### src/rtl/cbrt_pkg.sv
// Shared types and helpers for the iterative cube-root block.
package cbrt_pkg;

  typedef enum logic [1:0] {
    IDLE = 2'd0,
    PREP = 2'd1,
    STEP = 2'd2,
    DONE = 2'd3
  } state_e;

  // Wide enough for the largest shift, 3*(OUT_W-1) = 30 at WIDTH=32.
  localparam int SHIFT_W = 6;

  function automatic int calcOutW(input int width);
    return (width + 2) / 3;
  endfunction

endpackage

### src/rtl/cbrt_term.sv
// Trial subtrahend for one root bit: (3*y*(y+1)+1) << s, evaluated without truncation.
module cbrt_term
  import cbrt_pkg::*;
#(
  parameter int OUT_W = 3
) (
  input  logic [OUT_W-1:0]   y_i,
  input  logic [SHIFT_W-1:0] s_i,
  output logic [3*OUT_W+1:0] term_o
);

  localparam int TW = 3 * OUT_W + 2;

  logic [TW-1:0] yExt;

  assign yExt   = TW'(y_i);
  assign term_o = (TW'(3) * yExt * (yExt + TW'(1)) + TW'(1)) << s_i;

endmodule

### src/rtl/cbrt_iter.sv
// Bit-serial integer cube root, one root bit per PREP/STEP pair.
// Define CBRT_REM_EN to add the rem_o port carrying a - y^3.
module cbrt_iter
  import cbrt_pkg::*;
#(
  parameter int WIDTH = 8,
  parameter int OUT_W = calcOutW(WIDTH)
) (
  input  logic             clk,
  input  logic             rst,
  input  logic             start_i,
  input  logic [WIDTH-1:0] a_i,
  output logic             busy_o,
  output logic             done_o,
  output logic [OUT_W-1:0] y_o
`ifdef CBRT_REM_EN
  ,
  output logic [WIDTH-1:0] rem_o
`endif
);

  localparam int XW = 3 * OUT_W;
  localparam int BW = XW + 2;

  state_e             state_q;
  logic [XW-1:0]      x_q, x_d;
  logic [OUT_W-1:0]   y_q, y_d, yDbl, yOut_q;
  logic [BW-1:0]      b_q, term;
  logic [SHIFT_W-1:0] s_q;
  logic               busy_q, done_q, take;

  assign yDbl   = y_q << 1;
  assign busy_o = busy_q;
  assign done_o = done_q;
  assign y_o    = yOut_q;

  cbrt_term #(.OUT_W(OUT_W)) uTerm (
    .y_i   (yDbl),
    .s_i   (s_q),
    .term_o(term)
  );

  // When the trial term fits, b is no wider than x, so the low slice is exact.
  always_comb begin
    take = ({2'b00, x_q} >= b_q);
    x_d  = x_q;
    y_d  = y_q;
    if (take) begin
      x_d = x_q - b_q[XW-1:0];
      y_d = y_q + OUT_W'(1);
    end
  end

`ifdef CBRT_REM_EN
  logic [WIDTH-1:0] rem_q;
  assign rem_o = rem_q;
`endif

  always_ff @(posedge clk) begin
    if (rst) begin
      state_q <= IDLE;
      x_q     <= '0;
      y_q     <= '0;
      b_q     <= '0;
      s_q     <= '0;
      busy_q  <= 1'b0;
      done_q  <= 1'b0;
      yOut_q  <= '0;
`ifdef CBRT_REM_EN
      rem_q   <= '0;
`endif
    end else begin
      case (state_q)
        IDLE: begin
          if (start_i) begin
            x_q     <= XW'(a_i);
            y_q     <= '0;
            s_q     <= SHIFT_W'(3 * (OUT_W - 1));
            busy_q  <= 1'b1;
            state_q <= PREP;
          end
        end
        PREP: begin
          y_q     <= yDbl;
          b_q     <= term;
          state_q <= STEP;
        end
        STEP: begin
          x_q <= x_d;
          y_q <= y_d;
          if (s_q == '0) begin
            busy_q  <= 1'b0;
            done_q  <= 1'b1;
            yOut_q  <= y_d;
`ifdef CBRT_REM_EN
            rem_q   <= x_d[WIDTH-1:0];
`endif
            state_q <= DONE;
          end else begin
            s_q     <= s_q - SHIFT_W'(3);
            state_q <= PREP;
          end
        end
        DONE: begin
          done_q  <= 1'b0;
          state_q <= IDLE;
        end
        default: state_q <= IDLE;
      endcase
    end
  end

endmodule

### config.mk
export PLATFORM = sky130hd
export DESIGN_NAME = cbrt_iter
export DESIGN_NICKNAME = d
export VERILOG_FILES = /design/src/rtl/cbrt_pkg.sv /design/src/rtl/cbrt_term.sv /design/src/rtl/cbrt_iter.sv
export SDC_FILE = /design/constraint.sdc
export NUM_CORES = 1
export LEC_CHECK = 0
export BUFFER_PORTS_ARGS = -buffer_cell sky130_fd_sc_hd__buf_2
export CORE_MARGIN = 5
export CORE_UTILIZATION = 40
export CTS_CLUSTER_DIAMETER = 30
export DETAILED_ROUTE_END_ITERATION = 8
export GPL_TIMING_DRIVEN = 0
export PLACE_DENSITY = 0.64
export SLEW_MARGIN = 10
export SYNTH_ARGS = -nofsm -noshare
export SYNTH_HDL_FRONTEND = slang
export SYNTH_SLANG_ARGS = --single-unit
### constraint.sdc
create_clock -name clk -period 2.75 [get_ports clk]
set_input_delay 0.275 -clock clk [delete_from_list [all_inputs] [get_ports clk]]
set_output_delay 0.275 -clock clk [all_outputs]
set_load 0.03 [all_outputs]
==> results of run 1 <==
==> state kept, by name (all words and copies together) (netlist names) <==
register	count
busy_o	1
state_q	2
s_q	6
done_o	1
x_q	9
y_o	3
b_q	11
y_q	3
==> per-layer routing <==
layer	wire length (µm)	GRT usage, %	vias to the layer above
li1	-	-	1310
met1	3249	22.05	1262
met2	3556	29.77	59
met3	503	3.028	9
met4	95	4.327	0
met5	0	0	-
==> stage by stage <==
step	setup slack, ns	instance area, µm²	util, %	hold slack (ns)
6_report	0.06323	3366	47.16	0.3291
5_1_grt	-0.02961	3366	47.16	0.3799
4_1_cts	0.008774	3297	46.20	0.3269
3_5_place_dp	-0.2551	3095	43.37	0.4452
3_3_place_gp	-0.2055	3095	43.37	0.4426
2_1_floorplan	0.01285	2902	-	0.4250
==> final cells by class <==
class / count / share of cell area (%)
clock inverter: 1 / 0.1487
timing repair buffer: 20 / 3.532
clock buffer: 6 / 2.156
multi-input combinational: 274 / 63.42
tap: 99 / 3.680
sequential: 36 / 21.56
buffer: 18 / 2.825
inverter: 23 / 2.677
==> final timing paths <==
| path | start | end |
|---|---|---|
| worst max-delay path | y_q[0] | b_q[10] |
| worst min-delay path | a_i[2] | x_q[2] |
| worst max register to register | y_q[0] | b_q[10] |
| worst min register to register | b_q[7] | b_q[7] |
==> worst min-delay path, cell delays in order <==
cell and delay (ns):
buf_2 0.10, mux2i_1 0.11, a211oi_1 0.08
==> cell usage after synthesis (3+ instances only) <==
| cell type | number | share of area (%) |
|---|---|---|
| nor2_1 | 45 | 5.9 |
| dfxtp_1 | 36 | 25 |
| ha_1 | 28 | 12 |
| a21oi_1 | 23 | 4.0 |
| inv_1 | 23 | 3.0 |
| a211oi_1 | 18 | 4.7 |
| nand2_1 | 18 | 2.3 |
| o21ai_0 | 13 | 2.3 |
| xnor2_1 | 13 | 3.9 |
| buf_2 | 9 | 1.6 |
| nand2b_1 | 9 | 2.0 |
| mux2i_1 | 8 | 2.8 |
| nor2b_1 | 8 | 1.7 |
| clkbuf_1 | 6 | 0.78 |
| nand3_1 | 6 | 1.0 |
| a21o_1 | 4 | 1.0 |
| a22oi_1 | 4 | 1.0 |
| and2_1 | 4 | 0.87 |
| and3_1 | 4 | 0.87 |
| nand3b_1 | 4 | 1.0 |
| nand4_1 | 4 | 0.87 |
| nor3_1 | 4 | 0.69 |
| a311oi_1 | 3 | 0.91 |
| a31oi_1 | 3 | 0.65 |
| buf_4 | 3 | 0.78 |
| nor2_2 | 3 | 0.65 |
| o211ai_1 | 3 | 0.78 |
==> power groups by stage <==
stage               clock [mW]  sequential (mW)  combinational (mW)
floorplan                    0            0.702                1.24
global placement             0            0.690                1.57
detailed placement           0            0.693                1.58
CTS                      0.368            0.682                1.61
global route             0.398            0.692                1.80
finish                   0.358            0.682                1.63
==> logic make-up (layout without fill, tap and decap cells) <==
logic type | after synthesis | in the layout | synth area share [%]
AO/OA/AOI/OAI | 100 | 100 | 26.81
flip-flops | 36 | 36 | 24.99
adder cells (fa/ha/maj) | 29 | 29 | 12.84
multiplexers | 9 | 9 | 3.254
XOR/XNOR | 15 | 15 | 4.555
AND/OR/NAND/NOR | 121 | 121 | 21.30
buffers and inverters | 42 | 68 | 6.247
==> what timing repair did <==
| action | in CTS | in global routing |
|---|---|---|
| pin swaps | 11 | 9 |
| resized for setup | 17 | 8 |
| setup endpoints to repair | 6 | 6 |
| cloned | 0 | 0 |
| hold endpoints to repair | 0 | 0 |
| setup buffers | 4 | 2 |
==> implementation parameters, run 1 <==
Parameter                              Value

Die
  Number of rows in the core area    31
  Std-Cell Core Area    7137 µm²
  Initial standard-cell utilization of the core    40.41%
  Ports placed on the boundary    16
  Die Area    9008 µm²
  Die width    94.91 µm
  Overall die height    94.91 µm

Worst setup path
  Depth of the worst register-to-register path    14
  WP buf/inv    4
  Setup slack, reg-to-reg    0.06 ns
  Crit. path cell count    14
  Library cell appearing most often on the critical path    ha_4
  Critical setup path kind    reg -> reg
  Required arrival time at the worst endpoint    2.89 ns
  Max FO, Critical Path    3
  Cell family with the largest share of critical-path delay    compound AO/OA/AOI/OAI gates
  Crit-path cells    buf_6 -> clkinvlp_4 -> ha_4 -> buf_6 -> and2_4 -> ha_4 -> ha_4 -> a21o_1 -> buf_4 -> a22o_4 -> nand3_1 -> o211ai_1 -> a41oi_1 -> nor3_1
  Crit path capture type    register
  Arrival time of the worst setup path    2.83 ns
  Largest stage delay on the critical path    0.35 ns
  Critical path launch point type    register
  Critical Path Slowest Stage Cell    dfxtp_4

Pwr
  Part of the power in the clock network    13.4%
  Total internal power    1.425 mW
  Net Sw Frac    46.64%
  Post-layout power    2.670 mW
  Leakage component of the power    1.292 nW
  Pwr Density    793.3 nW/µm²
  Net switching power figure    1.245 mW
  Portion of total power attributed to sequential cells    25.5%
  Worst IR Drop VDD    0.0004145 V
  Combinational share of power    61.1%

Layout
  FILL cells    744
  Most frequent cells in the layout    nor2_1, dfxtp_1, a21oi_1
  Area of the multi-input gates    2135 µm²
  Fraction of final layout cells sized beyond drive strength 1    19.84%
  Area growth from synthesis to layout    16.70%
  Inserted Diodes    0
  Final instance count without filler cells    477
  Flip-flop and latch area    725.7 µm²
  Most common library cell in the layout ignoring fill and taps    nor2_1
  Post-layout net count    418

STA
  Unrepaired setup endpoints after global routing    yes
  Final Slew Violations    0
  Slew Limit Headroom    46.67%
  Maximum clock frequency    372.2 MHz
  Skew final    0.007379 ns
  Hold Violations, Final    0
  Setup total negative slack    0 ns
  Number of failing setup endpoints in the final timing report    0
  Final critical path time including I/O delays and setup    2.687 ns
  Final Cycle Share    97.70%
  Tightest Pin Transition    0.7845 ns

Logic synthesis
  FFs w/ async S/R, synth    0%
  Yosys synthesis warning count    0
  Cell count after synthesis    352
  Synthesized Nets    392
  Post-synthesis cell area    2884 µm²
  Main synth FF type    dfxtp_1
  Count of distinct cell types in the synthesized netlist    60
  Synthesis-stage register bit count    36
  Number of synthesized flops with an enable pin    0
  Average cell area after synthesis    8.193 µm²
  Sequential cell area fraction in the yosys report    24.99%

Run
  Number of max-capacitance violations reported    0

Worst hold path
  Instance count along the most critical hold path    3
  Type of the most critical hold path    in -> reg

Drt
  Detail-routed via count per cell    5.535
  Number of nets with antenna violations after routing    0
  Number of optimization iterations in the first detailed-route pass    4
  Via count    2640
  Number of design rule violations left after detail routing    0
  Total wirelength of the detailed-routed design    7.405 mm
  Initial detailed-routing violation count    138
  WL per Instance    15.52 µm

Global route
  Wire length of the first global-routing pass    12.28 mm
  Pin count of the biggest net entering global routing    11
  Total global routing overflow    0
  Global-route usage over all layers    17.21%
  Via count of the first global-routing pass    2559
  Initial antenna violation count    0

Clock network
  TritonCTS clock tree    built
  Root buf cell    clkbuf_8
  CTS Hold Bufs    0
  Number of H-tree levels    2
  Number of clock buffers inserted by TritonCTS    5
  Number of sinks handled by clock tree synthesis    36
  Clock-pin transition on the worst setup and hold timing paths    0.07 ns
  Largest buffer count on any clock path    2
  Insertion delay of the later-clocked pin in the worst-skew pair    0.29 ns

Run status
  Outcome    complete, no violations

Place
  DP Wirelength    5.487 mm
  Count of buffers from port buffering    14
  Placed insts    465
  Placer Congestion    0.9028
(Power assumes the default switching activity.)
==> inputs of run 2 (changes only) <==
--- a/config.mk
+++ b/config.mk
@@ -6,6 +6,7 @@
 export NUM_CORES = 1
 export LEC_CHECK = 0
 export BUFFER_PORTS_ARGS = -buffer_cell sky130_fd_sc_hd__buf_2
+export CORE_ASPECT_RATIO = 1.4
 export CORE_MARGIN = 5
 export CORE_UTILIZATION = 40
 export CTS_CLUSTER_DIAMETER = 30
==> run 2 against run 1 <==
  * Sequential power is essentially flat
  * Register-to-register slack gained 0.08 ns
  * Wire length about the same
  * Flip-flop and latch count unchanged
  * Largest power group unchanged
==> implementation parameters, run 2 (synthesis gave the netlist of run 1 again) <==
Parameter                              Value

Layout
  Post-layout net count    416 (was 418)
  Final instance count without filler cells    472 (was 477)
  Flip-flop count of the largest register, all copies and words added    11 (unchanged)
  Final cell utilization of the core    48.42% (was 47.16%)
  Cell area after layout    3381 µm² (was 3366 µm²)
  Biggest register    b_q (unchanged)
  Most common library cell in the layout ignoring fill and taps    nor2_1 (unchanged)
  Registers with the highest flip-flop counts    b_q (11), x_q (9), s_q (6) (unchanged)
  Fraction of final layout cells sized beyond drive strength 1    20.16% (was 19.84%)
  Most frequent cells in the layout    nor2_1, dfxtp_1, a21oi_1 (unchanged)
  Inserted Diodes    0 (unchanged)
  Area growth from synthesis to layout    17.22% (was 16.70%)

Global route
  Global-route usage over all layers    17.05% (was 17.21%)
  Via count of the first global-routing pass    2630 (was 2559)
  Wire length of the first global-routing pass    12.29 mm (was 12.28 mm)
  Most Crowded Layer GR    met2 (unchanged)
  Global routing usage on met1    19.43% (was 22.05%)
  Total global routing overflow    0 (unchanged)
  Initial antenna violation count    0 (unchanged)
  Met2 global-route usage    30.28% (was 29.77%)
  Met3 layer usage reported by global route    2.769% (was 3.028%)
  Pin count of the biggest net entering global routing    12 (was 11)

Die
  Die Area    9033 µm² (was 9008 µm²)
  Std-Cell Core Area    6982 µm² (was 7137 µm²)
  Die width    81.77 µm (was 94.91 µm)
  Ports placed on the boundary    16 (unchanged)
  Initial standard-cell utilization of the core    41.31% (was 40.41%)
  Number of rows in the core area    36 (was 31)
  Overall die height    110.5 µm (was 94.91 µm)

Worst setup path
  Arrival time of the worst setup path    2.83 ns (about the same)
  Crit path capture type    register (unchanged)
  Critical path launch point type    register (unchanged)
  Max FO, Critical Path    6 (was 3)
  Critical setup path kind    reg -> reg (unchanged)
  Required arrival time at the worst endpoint    2.97 ns (was 2.89 ns)

Pwr
  Pwr Density    804.7 nW/µm² (was 793.3 nW/µm²)
  Worst IR Drop VDD    0.0003130 V (was 0.0004145 V)
  Leakage component of the power    1.283 nW (was 1.292 nW)
  Post-layout power    2.721 mW (was 2.670 mW)

STA
  Number of failing setup endpoints in the final timing report    0 (unchanged)
  Skew final    0.006404 ns (was 0.007379 ns)
  Maximum clock frequency    383.7 MHz (was 372.2 MHz)
  Hold Violations, Final    0 (unchanged)
  Final critical path time including I/O delays and setup    2.606 ns (was 2.687 ns)
  Final Cycle Share    94.78% (was 97.70%)
  Slew Limit Headroom    45.76% (was 46.67%)
  Worst path setup slack after routing    0.1435 ns (was 0.06323 ns)
  Unrepaired setup endpoints after global routing    no (was yes)
  Tightest Pin Transition    0.7978 ns (was 0.7845 ns)
  Final Slew Violations    0 (unchanged)

Drt
  Total wirelength of the detailed-routed design    7.406 mm (was 7.405 mm)
  Via count    2614 (was 2640)
  WL per Instance    15.69 µm (was 15.52 µm)
  Initial detailed-routing violation count    89 (was 138)
  Number of nets with antenna violations after routing    0 (unchanged)
  Number of design rule violations left after detail routing    0 (unchanged)
  Detail-routed via count per cell    5.538 (was 5.535)
  Number of optimization iterations in the first detailed-route pass    4 (unchanged)

Place
  Placer Congestion    0.8561 (was 0.9028)
  Placed insts    461 (was 465)
  Count of buffers from port buffering    14 (unchanged)
  Pre-CTS setup slack    -0.2491 ns (was -0.2551 ns)
  DP Wirelength    5.529 mm (was 5.487 mm)
  Placed inst area    3090 µm² (was 3095 µm²)

Worst hold path
  Type of the most critical hold path    in -> reg (unchanged)

Clock network
  Largest buffer count on any clock path    2 (unchanged)
  TritonCTS clock tree    built (unchanged)
  Insertion delay of the later-clocked pin in the worst-skew pair    0.30 ns (was 0.29 ns)
  Number of H-tree levels    2 (unchanged)
  CTS Hold Bufs    0 (unchanged)
  Number of sinks handled by clock tree synthesis    36 (unchanged)
  Root buf cell    clkbuf_8 (unchanged)
  Number of clock buffers inserted by TritonCTS    5 (unchanged)
  Clock-pin transition on the worst setup and hold timing paths    0.08 ns (was 0.07 ns)

Run
  Number of max-capacitance violations reported    0 (unchanged)

Run status
  Outcome    complete, no violations (unchanged)
==> run 2: changes by cell type in the layout (fill, tap and decap cells not counted), sizes merged <==
cell      change
clkinvlp      +1
clkinv        -1
clkbuf        +1
buf           -2
==> run 2: per-stage QoR <==
step | hold slack [ns] | setup TNS, ns
3_5_place_dp | 0.4498 | -0.9780
2_1_floorplan | 0.4250 | 0
3_3_place_gp | 0.4404 | -0.6730
5_1_grt | 0.3256 | 0
6_report | 0.3092 | 0
4_1_cts | 0.3062 | 0
==> run 2: area by class of cell <==
class,count,area [µm²]
fill,685,3601
multi-input combinational,274,2157
sequential,36,725.7
tap,95,118.9
timing repair buffer,19,111.4
inverter,23,90.09
clock buffer,7,86.33
buffer,17,83.83
clock inverter,1,7.507
==> run 2: path summary, 6_finish.rpt <==
kind                             start       to  slack, ns  cells after the start
worst max-delay path            y_q[0]  b_q[10]       0.14                     11
worst min-delay path            a_i[2]   x_q[2]       0.31                      3
worst max register to register  y_q[0]  b_q[10]       0.14                     11
worst min register to register  b_q[7]   b_q[7]       0.46                      2
==> run 2: power by group <==
group | leakage, nW | switching [mW] | total (mW) | internal [mW]
logic | 0.944 | 0.993 | 1.63 | 0.633
registers | 0.295 | 0.0643 | 0.681 | 0.617
clock network | 0.0445 | 0.210 | 0.414 | 0.204
==> run 2: routing by layer <==
| metal | routed length, µm | share of wire, % | up-vias |
|---|---|---|---|
| met3 | 239 | 3.2 | 20 |
| met5 | 0 | 0 | - |
| li1 | - | - | 1301 |
| met1 | 3099 | 42 | 1231 |
| met2 | 3886 | 52 | 62 |
| met4 | 179 | 2.4 | 0 |
==> run 2: repair_timing <==
action / CTS / global route
setup endpoints to repair: 6 / 5
resized for setup: 18 / 9
setup buffers: 4 / 1
pin swaps: 12 / 9
==> run 2: worst max-delay path: stages (launching register included) <==
cell and delay [ns]:
dfxtp_4 0.36, buf_4 0.15, ha_4 0.19, ha_4 0.16
a31o_4 0.21, ha_4 0.20, ha_2 0.17, or2_4 0.23
a22o_4 0.24, o211ai_1 0.27, a41oi_2 0.17, nor3_1 0.19
==> inputs of run 3 (changes only) <==
--- a/config.mk
+++ b/config.mk
@@ -5,14 +5,14 @@
 export SDC_FILE = /design/constraint.sdc
 export NUM_CORES = 1
 export LEC_CHECK = 0
-export BUFFER_PORTS_ARGS = -buffer_cell sky130_fd_sc_hd__buf_2
 export CORE_ASPECT_RATIO = 1.4
 export CORE_MARGIN = 5
 export CORE_UTILIZATION = 40
 export CTS_CLUSTER_DIAMETER = 30
 export DETAILED_ROUTE_END_ITERATION = 8
+export DONT_BUFFER_PORTS = 1
 export GPL_TIMING_DRIVEN = 0
-export PLACE_DENSITY = 0.64
+export PLACE_DENSITY = 0.62
 export SLEW_MARGIN = 10
 export SYNTH_ARGS = -nofsm -noshare
 export SYNTH_HDL_FRONTEND = slang
==> run 3 against run 2 <==
  * Fmax decreased by 2.3%
  * Clock-buffer cell count decreased by 2
  * Worst hold slack got worse by 0.094 ns
  * Non-clock buffer count decreased by 13
  * Critical endpoint unchanged
  * Largest power group unchanged
==> implementation parameters, run 3 (synthesis gave the netlist of run 1 again) <==
Parameter                              Value

Worst setup path
  Setup slack, reg-to-reg    0.08 ns (was 0.14 ns)
  Library cell appearing most often on the critical path    ha_4 (unchanged)
  Critical setup path kind    reg -> reg (unchanged)
  Depth of the worst register-to-register path    12 (was 11)
  CP startpoint    y_q[0] (unchanged)
  Critical path launch point type    register (unchanged)
  Capture point of the critical path    b_q[10] (unchanged)
  Arrival time of the worst setup path    2.83 ns (about the same)
  Crit path capture type    register (unchanged)
  Cell family with the largest share of critical-path delay    compound AO/OA/AOI/OAI gates (unchanged)
  Crit. path cell count    12 (was 11)
  Crit-path cells    buf_4 -> ha_2 -> ha_4 -> a31o_2 -> ha_4 -> ha_4 -> or2_4 -> a22o_4 -> nand3_1 -> o211ai_1 -> a41oi_1 -> nor3_1 (was buf_4 -> ha_4 -> ha_4 -> a31o_4 -> ha_4 -> ha_2 -> or2_4 -> a22o_4 -> o211ai_1 -> a41oi_2 -> nor3_1)
  Max FO, Critical Path    6 (unchanged)
  Worst reg2reg path startpoint    y_q[0] (unchanged)
  Largest stage delay on the critical path    0.35 ns (was 0.36 ns)
  WP buf/inv    1 (unchanged)
  Critical Path Slowest Stage Cell    dfxtp_4 (unchanged)
  Reg2reg end    b_q[10] (unchanged)
  Required arrival time at the worst endpoint    2.91 ns (was 2.97 ns)

Global route
  Via count of the first global-routing pass    2620 (was 2630)
  Global-route usage over all layers    17.54% (was 17.05%)
  Total global routing overflow    0 (unchanged)
  Pin count of the biggest net entering global routing    13 (was 12)
  Wire length of the first global-routing pass    12.70 mm (was 12.29 mm)
  Initial antenna violation count    0 (unchanged)

Drt
  Number of design rule violations left after detail routing    0 (unchanged)
  Via count    2603 (was 2614)
  Number of nets with antenna violations after routing    0 (unchanged)
  Number of optimization iterations in the first detailed-route pass    6 (was 4)
  Total wirelength of the detailed-routed design    7.450 mm (was 7.406 mm)
  Initial detailed-routing violation count    115 (was 89)
  WL per Instance    16.23 µm (was 15.69 µm)
  Detail-routed via count per cell    5.671 (was 5.538)

Die
  Number of rows in the core area    36 (unchanged)
  Die width    81.77 µm (unchanged)
  Initial standard-cell utilization of the core    41.31% (unchanged)
  Std-Cell Core Area    6982 µm² (unchanged)
  Ports placed on the boundary    16 (unchanged)
  Die Area    9033 µm² (unchanged)
  Overall die height    110.5 µm (unchanged)

Run
  Number of max-capacitance violations reported    0 (unchanged)

Clock network
  Number of H-tree levels    2 (unchanged)
  CTS Hold Bufs    0 (unchanged)
  Clock-pin transition on the worst setup and hold timing paths    0.08 ns (about the same)
  Insertion delay of the later-clocked pin in the worst-skew pair    0.30 ns (about the same)
  Number of clock buffers inserted by TritonCTS    5 (unchanged)
  Root buf cell    clkbuf_8 (unchanged)
  Number of sinks handled by clock tree synthesis    36 (unchanged)
  TritonCTS clock tree    built (unchanged)
  Largest buffer count on any clock path    2 (unchanged)

Pwr
  Leakage component of the power    1.233 nW (was 1.283 nW)
  Worst IR Drop VDD    0.0004277 V (was 0.0003130 V)
  Pwr Density    811.6 nW/µm² (was 804.7 nW/µm²)

STA
  Maximum clock frequency    374.6 MHz (was 383.7 MHz)
  Slew Limit Headroom    42.83% (was 45.76%)
  Final Cycle Share    97.06% (was 94.78%)
  Tightest Pin Transition    0.8409 ns (was 0.7978 ns)
  Number of failing setup endpoints in the final timing report    0 (unchanged)
  Skew final    0.009025 ns (was 0.006404 ns)
  Hold Violations, Final    0 (unchanged)
  Final critical path time including I/O delays and setup    2.669 ns (was 2.606 ns)
  Setup total negative slack    0 ns (unchanged)
  Unrepaired setup endpoints after global routing    no (unchanged)
  Final Slew Violations    0 (unchanged)

Layout
  Fraction of final layout cells sized beyond drive strength 1    17.86% (was 20.16%)
  Cell area after layout    3324 µm² (was 3381 µm²)
  Final cell utilization of the core    47.62% (was 48.42%)
  Inserted Diodes    0 (unchanged)
  Most common library cell in the layout ignoring fill and taps    nor2_1 (unchanged)
  Flip-flop count of the largest register, all copies and words added    11 (unchanged)
  Final instance count without filler cells    459 (was 472)
  Post-layout net count    403 (was 416)
  Most frequent cells in the layout    nor2_1, dfxtp_1, a21oi_1 (unchanged)
  Registers with the highest flip-flop counts    b_q (11), x_q (9), s_q (6) (unchanged)
  Area growth from synthesis to layout    15.27% (was 17.22%)
  Biggest register    b_q (unchanged)

Place
  Placer Congestion    0.8405 (was 0.8561)
  Count of buffers from port buffering    0 (was 14)
  Placed inst area    3020 µm² (was 3090 µm²)
  DP Wirelength    5.529 mm (unchanged)
  Placed insts    447 (was 461)

Run status
  Outcome    complete, no violations (unchanged)

Worst hold path
  Type of the most critical hold path    in -> reg (unchanged)
run 3: cell types whose count changed in the layout (fill, tap and decap cells not counted), sizes merged:
cell      change
clkinvlp      -1
buf          -13
clkinv        +3
clkbuf        -2
run 3: final cells by class:
class                      instances  area (µm²)
buffer                            18       95.09
clock buffer                       5       68.82
fill                             690        3657
sequential                        36       725.7
multi-input combinational        274        2166
clock inverter                     3       18.77
tap                               95       118.9
timing repair buffer               5       41.29
inverter                          23       90.09
run 3: repair_timing:
action                     4_1_cts  5_1_grt
gates resized for setup         17       11
setup buffers                    5        0
pin swaps                       12        7
setup endpoints to repair        6        5
run 3: worst min path at each step:
stage | start | to | cells past startpoint
after CTS | start_i | s_q[2] | 2
after floorplan | b_q[5] | b_q[5] | 2
final | start_i | s_q[2] | 2
after global routing | a_i[2] | x_q[2] | 2
after detailed placement | b_q[5] | b_q[5] | 2
after global placement | b_q[6] | b_q[6] | 1
run 3: power breakdown:
part | internal (mW) | total [mW] | switching [mW]
clock network | 0.177 | 0.386 | 0.209
logic | 0.626 | 1.61 | 0.982
registers | 0.617 | 0.705 | 0.0884
run 3: worst reg2reg max path, cell delays in order (launching register included):
cell and delay [ns]:
dfxtp_4 0.35, buf_4 0.14, ha_2 0.23, ha_4 0.17
a31o_2 0.23, ha_4 0.25, ha_4 0.15, or2_4 0.23
a22o_4 0.24, nand3_1 0.08, o211ai_1 0.13, a41oi_1 0.27
nor3_1 0.07
run 3: layer usage:
layer / vias to the layer above / wire, µm / global-route usage (%)
met5: - / 0 / 0
met4: 0 / 138 / 4.656
met3: 14 / 262 / 3.013
met2: 60 / 3906 / 30.98
met1: 1241 / 3144 / 21.21
li1: 1288 / - / -
run 3: metrics by stage:
| stage | power [mW] | setup WS, ns | hold slack [ns] |
|---|---|---|---|
| final | 2.698 | 0.08081 | 0.2154 |
| after global routing | 2.904 | 0.01113 | 0.2233 |
| after CTS | 2.670 | 0.008435 | 0.2082 |
| after detailed placement | 2.265 | -0.2565 | 0.4458 |
| after global placement | 2.244 | -0.1867 | 0.4417 |
| after floorplan | 1.946 | 0.01285 | 0.4250 |
